**src/rtl/mux_pkg.sv**
```systemverilog
// mux_pkg: shared types and helpers for the sequenced N-to-1 word multiplexer.
//   state_e     - sequencer states (IDLE: one word per input beat, SCAN: walking the buffer)
//   MODE_*      - values of the mode input sampled on input accept
//   idx_width() - channel-index width for a given channel count (never below 1 bit)
package mux_pkg;

  typedef enum logic {
    IDLE = 1'b0,
    SCAN = 1'b1
  } state_e;

  localparam logic MODE_DIRECT = 1'b0;
  localparam logic MODE_SCAN   = 1'b1;

  function automatic int idx_width(input int n);
    return (n <= 2) ? 1 : $clog2(n);
  endfunction

endpackage

```
**src/rtl/mux_seq_nto1_if.sv**
```systemverilog
// mux_seq_nto1_if: input-beat and output-word handshakes of mux_seq_nto1.
//   in_data   N*W  channel k at bits [k*W +: W]
//   in_valid / in_ready    input beat, accepted when both are high
//   mode, sel              sampled only when an input beat is accepted
//   out_data / out_ch / out_last   registered output word, its channel, end-of-beat flag
//   out_valid / out_ready  output word, accepted when both are high
//   busy, dbg_state        sequencer observation (busy = state is SCAN)
//
// Handshake rule for both sides: a transfer happens on a rising clock edge where
// valid and ready are both high; the producer holds valid and its payload stable
// until that edge, and ready never depends on the valid of the same channel.
interface mux_seq_nto1_if
  import mux_pkg::*;
#(
  parameter int N = 8,
  parameter int W = 8
) ();

  localparam int SW = idx_width(N);

  logic [N*W-1:0] in_data;
  logic           in_valid;
  logic           in_ready;
  logic           mode;
  logic [SW-1:0]  sel;
  logic [W-1:0]   out_data;
  logic [SW-1:0]  out_ch;
  logic           out_last;
  logic           out_valid;
  logic           out_ready;
  logic           busy;
  state_e         dbg_state;

  // Environment side: drives the input beat and the downstream ready.
  modport master (
    output in_data, in_valid, mode, sel, out_ready,
    input  in_ready, out_data, out_ch, out_last, out_valid, busy, dbg_state
  );

  // Multiplexer side.
  modport slave (
    input  in_data, in_valid, mode, sel, out_ready,
    output in_ready, out_data, out_ch, out_last, out_valid, busy, dbg_state
  );

endinterface

```
**src/rtl/mux_word_nto1.sv**
```systemverilog
// mux_word_nto1: combinational N-to-1 word select from a flat bus.
//   data_i  N*W  word k at bits [k*W +: W]
//   idx_i   SW   selected word index
//   word_o  W    selected word, or 0 when idx_i >= N
module mux_word_nto1
  import mux_pkg::*;
#(
  parameter int N = 8,
  parameter int W = 8,
  localparam int SW = idx_width(N)
) (
  input  logic [N*W-1:0] data_i,
  input  logic [SW-1:0]  idx_i,
  output logic [W-1:0]   word_o
);

  // Indices with no matching word fall through to the zero default.
  always_comb begin
    word_o = '0;
    for (int k = 0; k < N; k++) begin
      if (int'(idx_i) == k) begin
        word_o = data_i[k*W +: W];
      end
    end
  end

endmodule

```
**src/rtl/mux_seq_nto1.sv**
```systemverilog
// mux_seq_nto1: registered N-to-1 word multiplexer with a channel sequencer.
//   clk  rising-edge clock
//   rst  synchronous active-high reset, wins over any handshake in the same cycle
//   bus  mux_seq_nto1_if.slave (input beat, output word, busy/debug state)
// Direct mode registers the selected channel once per accepted beat. Scan mode
// captures every channel and emits them in order 0..N-1, one per output handshake.
module mux_seq_nto1
  import mux_pkg::*;
#(
  parameter int N = 8,
  parameter int W = 8
) (
  input  logic            clk,
  input  logic            rst,
  mux_seq_nto1_if.slave   bus
);

  localparam int SW = idx_width(N);
  // idx has to reach N after the final word is loaded, so it is one bit wider
  // than a channel index whenever N is a power of two.
  localparam int IW = idx_width(N + 1);
  localparam logic [IW-1:0] IDX_N    = IW'(N);
  localparam logic [IW-1:0] IDX_LAST = IW'(N - 1);

  state_e         state_q;
  logic [IW-1:0]  idx_q;
  logic [IW-1:0]  idx_d;
  logic [N*W-1:0] buf_q;
  logic [W-1:0]   data_q;
  logic [SW-1:0]  ch_q;
  logic           last_q;
  logic           valid_q;

  logic           in_ready;
  logic           in_fire;
  logic           out_fire;
  logic [W-1:0]   direct_word;
  logic [W-1:0]   scan_word;

  // Ready is held low while rst is asserted so no beat appears to be accepted
  // during reset; otherwise a new beat is taken only when the output register
  // is free or being emptied in the same cycle.
  assign in_ready = !rst && (state_q == IDLE) && (!valid_q || bus.out_ready);
  assign in_fire  = bus.in_valid && in_ready;
  assign out_fire = valid_q && bus.out_ready;
  assign idx_d    = idx_q + IW'(1);

  mux_word_nto1 #(.N(N), .W(W)) u_direct (
    .data_i (bus.in_data),
    .idx_i  (bus.sel),
    .word_o (direct_word)
  );

  mux_word_nto1 #(.N(N), .W(W)) u_scan (
    .data_i (buf_q),
    .idx_i  (idx_q[SW-1:0]),
    .word_o (scan_word)
  );

  always_ff @(posedge clk) begin
    if (rst) begin
      state_q <= IDLE;
      idx_q   <= '0;
      buf_q   <= '0;
      data_q  <= '0;
      ch_q    <= '0;
      last_q  <= 1'b0;
      valid_q <= 1'b0;
    end else begin
      case (state_q)
        IDLE: begin
          if (in_fire) begin
            if (bus.mode == MODE_SCAN) begin
              buf_q   <= bus.in_data;
              data_q  <= bus.in_data[W-1:0];
              ch_q    <= '0;
              last_q  <= (N == 1);
              valid_q <= 1'b1;
              idx_q   <= IW'(1);
              state_q <= SCAN;
            end else begin
              data_q  <= direct_word;
              ch_q    <= bus.sel;
              last_q  <= 1'b1;
              valid_q <= 1'b1;
            end
          end else if (out_fire) begin
            valid_q <= 1'b0;
          end
        end
        SCAN: begin
          if (out_fire) begin
            if (last_q) begin
              // Final word taken: leave SCAN; in_ready rises next cycle.
              valid_q <= 1'b0;
              state_q <= IDLE;
            end else if (idx_q < IDX_N) begin
              data_q <= scan_word;
              ch_q   <= idx_q[SW-1:0];
              last_q <= (idx_q == IDX_LAST);
              idx_q  <= idx_d;
            end
          end
        end
        default: state_q <= IDLE;
      endcase
    end
  end

  assign bus.in_ready  = in_ready;
  assign bus.out_data  = data_q;
  assign bus.out_ch    = ch_q;
  assign bus.out_last  = last_q;
  assign bus.out_valid = valid_q;
  assign bus.busy      = (state_q == SCAN);
  assign bus.dbg_state = state_q;

endmodule

```
**src/flat_wrapper.sv**
```systemverilog
// flat-port wrapper written by rule: the top's interface ports become plain ports
module mux_seq_nto1_flat import mux_pkg::*;
#(
  parameter int N = 8,
  parameter int W = 8
)
  (clk, rst, bus_in_data, bus_in_valid, bus_mode, bus_sel, bus_out_ready, bus_in_ready, bus_out_data, bus_out_ch, bus_out_last, bus_out_valid, bus_busy, bus_dbg_state);
  mux_seq_nto1_if #(.N(N), .W(W)) bus_i ();
  input  logic clk;
  input  logic rst;
  input wire logic [$bits(bus_i.in_data)-1:0] bus_in_data;
  input wire logic [$bits(bus_i.in_valid)-1:0] bus_in_valid;
  input wire logic [$bits(bus_i.mode)-1:0] bus_mode;
  input wire logic [$bits(bus_i.sel)-1:0] bus_sel;
  input wire logic [$bits(bus_i.out_ready)-1:0] bus_out_ready;
  output wire logic [$bits(bus_i.in_ready)-1:0] bus_in_ready;
  output wire logic [$bits(bus_i.out_data)-1:0] bus_out_data;
  output wire logic [$bits(bus_i.out_ch)-1:0] bus_out_ch;
  output wire logic [$bits(bus_i.out_last)-1:0] bus_out_last;
  output wire logic [$bits(bus_i.out_valid)-1:0] bus_out_valid;
  output wire logic [$bits(bus_i.busy)-1:0] bus_busy;
  output wire logic [$bits(bus_i.dbg_state)-1:0] bus_dbg_state;
  assign bus_i.in_data = bus_in_data;
  assign bus_i.in_valid = bus_in_valid;
  assign bus_i.mode = bus_mode;
  assign bus_i.sel = bus_sel;
  assign bus_i.out_ready = bus_out_ready;
  assign bus_in_ready = bus_i.in_ready;
  assign bus_out_data = bus_i.out_data;
  assign bus_out_ch = bus_i.out_ch;
  assign bus_out_last = bus_i.out_last;
  assign bus_out_valid = bus_i.out_valid;
  assign bus_busy = bus_i.busy;
  assign bus_dbg_state = bus_i.dbg_state;
  mux_seq_nto1 #(.N(N), .W(W)) u_core (.clk(clk), .rst(rst), .bus(bus_i));
endmodule
```
**config.mk**
```make
export PLATFORM = sky130hd
export DESIGN_NAME = mux_seq_nto1_flat
export DESIGN_NICKNAME = d
export VERILOG_FILES = /design/src/rtl/mux_pkg.sv /design/src/rtl/mux_seq_nto1_if.sv /design/src/rtl/mux_word_nto1.sv /design/src/rtl/mux_seq_nto1.sv /design/src/flat_wrapper.sv
export SDC_FILE = /design/constraint.sdc
export NUM_CORES = 1
export LEC_CHECK = 0
export BUFFER_PORTS_ARGS = -buffer_cell sky130_fd_sc_hd__clkbuf_2
export CAP_MARGIN = 20
export CORE_MARGIN = 4
export CORE_UTILIZATION = 40
export DETAILED_ROUTE_END_ITERATION = 8
export PLACE_DENSITY = 0.74
export SLEW_MARGIN = 20
export SYNTH_ARGS = -nofsm -noshare
export SYNTH_HDL_FRONTEND = slang
export SYNTH_HIERARCHICAL = 1
export SYNTH_SLANG_ARGS = --single-unit
```
**constraint.sdc**
```tcl
create_clock -name clk -period 1.85 [get_ports clk]
set_input_delay 0.0925 -clock clk [delete_from_list [all_inputs] [get_ports clk]]
set_output_delay 0.0925 -clock clk [all_outputs]
set_load 0.01 [all_outputs]
```
### Word-level counts from Yosys, hierarchy flattened

Index checks and enable logic that the tools add are counted.

| operators by class | value |
|---|---|
| $lt $le $gt $ge | 1 |
| add/sub/neg operators | 1 |
| bitwise logic cells | 1 |
| equal/unequal tests | 22 |
| reductions and logical operators | 14 |
| multiplexer cells | 50 |

Operators with widths:

| operator | number |
|---|---|
| $mux W8 | 21 |
| $eq A3 B3 Y1 const B | 8 |
| $mux W4 | 5 |
| $pmux W8 S2 | 1 |
| $mux W3 | 5 |
| $mux W1 | 13 |
| $eq A3 B2 Y1 const B | 4 |
| $ne A2 B2 Y1 const B | 5 |
| $pmux W4 S2 | 1 |
| $eq A3 B1 Y1 const B | 2 |
| $logic_not A3 Y1 | 2 |
| $pmux W1 S2 | 3 |
| $pmux W3 S2 | 1 |
| $reduce_and A3 Y1 | 2 |
| $reduce_and A5 Y1 | 1 |
| $add A4 B1 Y4 const B | 1 |
| $eq A4 B3 Y1 const B | 1 |
| $logic_and A1 B1 Y1 | 4 |
| $lt A4 B4 Y1 const B | 1 |
| $reduce_and A4 Y1 | 1 |
| $ne A3 B1 Y1 const B | 1 |
| $logic_not A1 Y1 | 2 |
| $ne A2 B1 Y1 const B | 1 |
| $reduce_and A2 Y1 | 1 |
| 2 further kinds | 2 |

| storage, ports and cells | value |
|---|---|
| output and inout port bits | 16 |
| bits of input ports | 72 |
| logic and storage cells | 96 |
| register bits | 82 |

### Longest topological paths before layout

| depth | value |
|---|---|
| word-level depth | 13 |
| mapped depth | 8 |
| gate-level depth less buffers | 6 |

### Cells and area by module

The synthesis kept the hierarchy.

Modules (own cells, without submodules):

| module | cells each | sequential area each (um^2) | times used | area each (um^2) |
|---|---|---|---|---|
| mux_seq_nto1 | 401 | 1641.6 | 1 | 3220.6 |
| mux_word_nto1 | 29 | 0.0 | 2 | 550.5 |

### Worst setup path after synthesis

OpenSTA, ideal clock, no wires.

| timing | value |
|---|---|
| path type | flip-flop to flip-flop |
| start point | register u_core.idx_q[1] |
| end point | register u_core.data_q[1] (netlist: u_core/bus.out_data[1]) |
| setup time | 113 ps |
| period minus slack after synthesis | 1770 ps |
| data arrival time | 1657 ps |
| slack | 80 ps |
| path buffers | 2 |
| cell stages (with the launch flop) | 8 |
| cells stage by stage | dfxtp_1 -> buf_6 -> buf_12 -> mux4_1 -> mux2_2 -> nand2_1 -> a221o_1 -> nand2_1 |

| on the way | value |
|---|---|
| longest elaborated chain between the ends | 13 |

RTL lines:

| item | line | RTL |
|---|---|---|
| start, declared | mux_seq_nto1.sv:26 | `logic [IW-1:0] idx_q;` |
| start signal, assigned | mux_seq_nto1.sv:101 | `idx_q <= idx_d;` |
| $logic_not A3 Y1 | mux_word_nto1.sv:21 | `if (int'(idx_i) == k) begin` |
| $mux W8 (7 in series) | mux_word_nto1.sv:21 |  |
| $mux W8 * | mux_word_nto1.sv:21 |  |
| via u_core.scan_word[1] | mux_seq_nto1.sv:38 | `logic [W-1:0] scan_word;` |
| $mux W8 * | mux_seq_nto1.sv:97 | `end else if (idx_q < IDX_N) begin` |
| $mux W8 * | mux_seq_nto1.sv:93 | `if (last_q) begin` |
| $mux W8 * | mux_seq_nto1.sv:92 | `if (out_fire) begin` |
| $pmux W8 S2 * | mux_seq_nto1.sv:70 | `case (state_q)` |
| end signal, assigned | mux_seq_nto1.sv:75 | `data_q <= bus.in_data[W-1:0];` |
| end signal, assigned | mux_seq_nto1.sv:82 | `data_q <= direct_word;` |
| end signal, assigned | mux_seq_nto1.sv:98 | `data_q <= scan_word;` |
| end, declared | mux_seq_nto1.sv:29 | `logic [W-1:0] data_q;` |

Mark *: on every way through the listed nets, which the timed path passes. The rest lies on a longest branch. The select of a mux whose other input is x is not followed.
A chain may end at the register's enable or synchronous reset.

### Final worst setup path

| timing | value |
|---|---|
| start point | input bus_in_data[29] |
| end point | register u_core.data_q[5] (netlist: u_core/bus.out_data[5]) |

| on the way | value |
|---|---|
| longest elaborated chain between the ends | 8 |

RTL lines:

| item | line | RTL |
|---|---|---|
| start, declared | flat_wrapper.sv:11 | `input wire logic [$bits(bus_i.in_data)-1:0] bus_in_data;` |
| $mux W8 (5 in series) | mux_word_nto1.sv:21 |  |
| via u_core.direct_word[5] | mux_seq_nto1.sv:37 | `logic [W-1:0] direct_word;` |
| $mux W8 | mux_seq_nto1.sv:73 | `if (bus.mode == MODE_SCAN) begin` |
| $mux W8 | mux_seq_nto1.sv:72 | `if (in_fire) begin` |
| $pmux W8 S2 | mux_seq_nto1.sv:70 |  |

The timed path passes the listed nets, and every way through them passes these cells. The select of a mux whose other input is x is not followed.

==> qor.yml <==
route:
  drtIter0Drc: 361
  route.detailed.drc: 0
  routed_via_density: 5.52
  dr_total_vias: 3965
  drtPass1Iterations: 6
  drt-wirelength-per-cell_um: 17.4
  ant_nets: 0
  wl_mm: 12.5
timing:
  fin_skew_ps: 11.3
  worst_slew_pin_slew_ps: 910
  tns_ps: 0
  fmax_ghz: 0.551
  post-route-period-util_pct: 98.2
  slew_headroom_pct: 39.3
  hold_viol: 0
  post-route-min-period_ps: 1820
  setup_viol: 0
  rsz0062_at_grt: "no"
  slew_violations: 0
yosys:
  ys_seq_area_share_pct: 38.0
  synth_seq_cells: 82
  ys.flop_type: "dfxtp_1"
  synthArstFlopShare_pct: 0
  syn_area_sq_mm: 0.00432
  synth_nets: 532
  synth-edff-count: 0
  synth.distinct_cells: 34
  yosysWarnings: 6
  synth_cells: 459
  synth.avg_cell_area_sq_um: 9.42
final_layout:
  register_area_sq_mm: 0.00164
  num-nets-final: 651
  drive_gt1_share_pct: 25.8
  multiInputGateArea_sq_mm: 0.00238
  nFillCells: 934
  layout_common_cells: "nand2_1, clkbuf_2, dfxtp_1"
  final_core_util_pct: 53.4
  layout_commonest_cell: "nand2_1"
  diodes: 0
  stdcell_area_sq_mm: 0.00556
  syn2layout_area_growth_pct: 28.7
clock_tree:
  clkTransAtPathRegs_ps: 80
  cts_buffers: 9
  cts_tree: "done"
  cts-root-buf: "clkbuf_8"
  postCtsSetupBuffers: 0
  cts_sinks: 82
  clockBufferDepth: 2
  clk_latency_ps: 360
  cts_max_level: 3
placement:
  placed_area_sq_mm: 0.00481
  port_buffers: 87
  gp_congestion: 0.860
  dp_hpwl_mm: 8.73
pwr:
  p_leak_nw: 2.22
  power_density_mw_per_mm2: 732
  fin_total_pwr_mw: 4.07
  intPower_mw: 3.08
  combPwrFrac_pct: 15.6
  seqPwrFrac_pct: 46.0
  ir_worst_vdd_uv: 516
  swShare_pct: 24.3
  switchingPower_mw: 0.989
  clkPwrFrac_pct: 38.4
worst_setup_path:
  required_ps: 2100
  arrival_ps: 2070
  critPathKind: "primary input to register"
  startpoint_type: "primary input"
  path_cells: "dlygate4sd3_1 -> clkbuf_2 -> mux4_1 -> mux2_2 -> mux2_2 -> nand2_1 -> a221o_1 -> nand2_1"
  critPathSlowestCell: "dlygate4sd3_1"
  end_kind: "register"
  critPathMaxFanout: 2
  slowest_delay_ps: 530
floorplanning:
  die_h_um: 112
  die_x_um: 112
  num_rows: 37
  pin_count: 88
  dieArea_sq_mm: 0.0125
  start_util_pct: 41.5
  core_sq_mm: 0.0104
global_route:
  grt_max_degree: 91
  grtUsageTotal_pct: 19.8
  grt.overflow.total: 0
  grt_pass1_wl_mm: 19.7
  grt_antenna_before_repair: 0
  grt_pass1_vias: 3984
flow_run:
  drv_cap: 0
status:
  outcome: "finished clean"
worst_hold_path:
  hp-class: "primary input to register"
## worst max-delay path, delay by kind of cell
family                 cells  cell delay [ps]
and+or+nand+nor            2              130
buffers and inverters      2              650
AOI/OAI and AO/OA          1              140
muxes                      3             1060
## final timing paths
path	startpoint	end	slack, ps	cells after the start
min reg2reg	u_core/buf_q[17]	u_core/buf_q[17]	450	2
min	bus_in_data[11]	u_core/buf_q[11]	10	3
max reg2reg	u_core/idx_q[1]	u_core/bus.out_data[7]	90	6
max	bus_in_data[29]	u_core/bus.out_data[5]	30	8
## what timing repair did
item / in CTS / in global routing
hold buffers: 51 / 1
hold endpoints to repair: 51 / 1
resized for setup: 1 / 8
setup endpoints to repair: 1 / 5
## power groups by stage
stage,clock (mW),sequential [mW],combinational (mW)
floorplan,0,1.91,0.331
global placement,0,1.91,0.523
detailed placement,0,1.91,0.539
CTS,1.59,1.87,0.625
global route,1.66,1.88,0.685
finish,1.56,1.87,0.635
## sequential cells by signal (all words and copies together) (netlist names)
| signal | count |
|---|---|
| u_core/bus.out_last | 1 |
| u_core/bus.out_data | 8 |
| u_core/bus.busy | 1 |
| u_core/idx_q | 4 |
| u_core/bus.out_ch | 3 |
| u_core/bus.out_valid | 1 |
| u_core/buf_q | 64 |
## per-layer routing
metal  part of all wire (%)  vias to the layer above  global-route usage, %
met5                      0                        -                      0
met1                     37                     1884                   22.4
met4                    2.2                        0                   7.45
met3                    7.7                       27                   4.73
met2                     53                      178                   36.0
li1                       -                     1876                      -
## synth_stat cells, types with 3 or more instances
cell / number / share of area (%)
a21oi_1: 68 / 7.9
a221o_1: 8 / 1.9
a222oi_1: 3 / 0.69
a311oi_1: 3 / 0.61
buf_2: 13 / 1.5
buf_4: 7 / 1.2
buf_6: 3 / 0.78
clkbuf_1: 17 / 1.5
dfxtp_1: 82 / 38
inv_1: 4 / 0.35
mux2_2: 23 / 6.0
mux4_1: 30 / 18
nand2_1: 156 / 14
nand3_1: 3 / 0.35
nand4b_1: 8 / 1.6
nor2_1: 6 / 0.52
## final cells by class
class,count,share of cell area [%]
Multi-Input combinational cell,329,42.8
Sequential cell,82,29.5
Timing Repair Buffer,152,20.0
Tap cell,136,3.06
Clock buffer,10,2.48
Clock inverter,5,1.85
Inverter,4,0.270
## through the flow
stage	setup slack, ps	instances	hold WS [ps]
floorplan	80.4	459	228
global placement	32.5	651	340
detailed placement	5.88	651	346
CTS	24.6	717	0.165
global route	0.397	718	3.07
finish	33.6	718	14.4
## kinds of logic (layout without fill, tap and decap cells)
| logic type | Yosys count | count (layout) | synth area share [%] |
|---|---|---|---|
| and+or+nand+nor | 185 | 185 | 18.0 |
| AOI/OAI and AO/OA | 87 | 87 | 11.8 |
| DFF | 82 | 82 | 38.0 |
| muxes | 56 | 56 | 25.5 |
| buffers and inverters | 48 | 171 | 6.43 |
| adders and majority gates | 1 | 1 | 0.289 |
(Power assumes the default switching activity.)
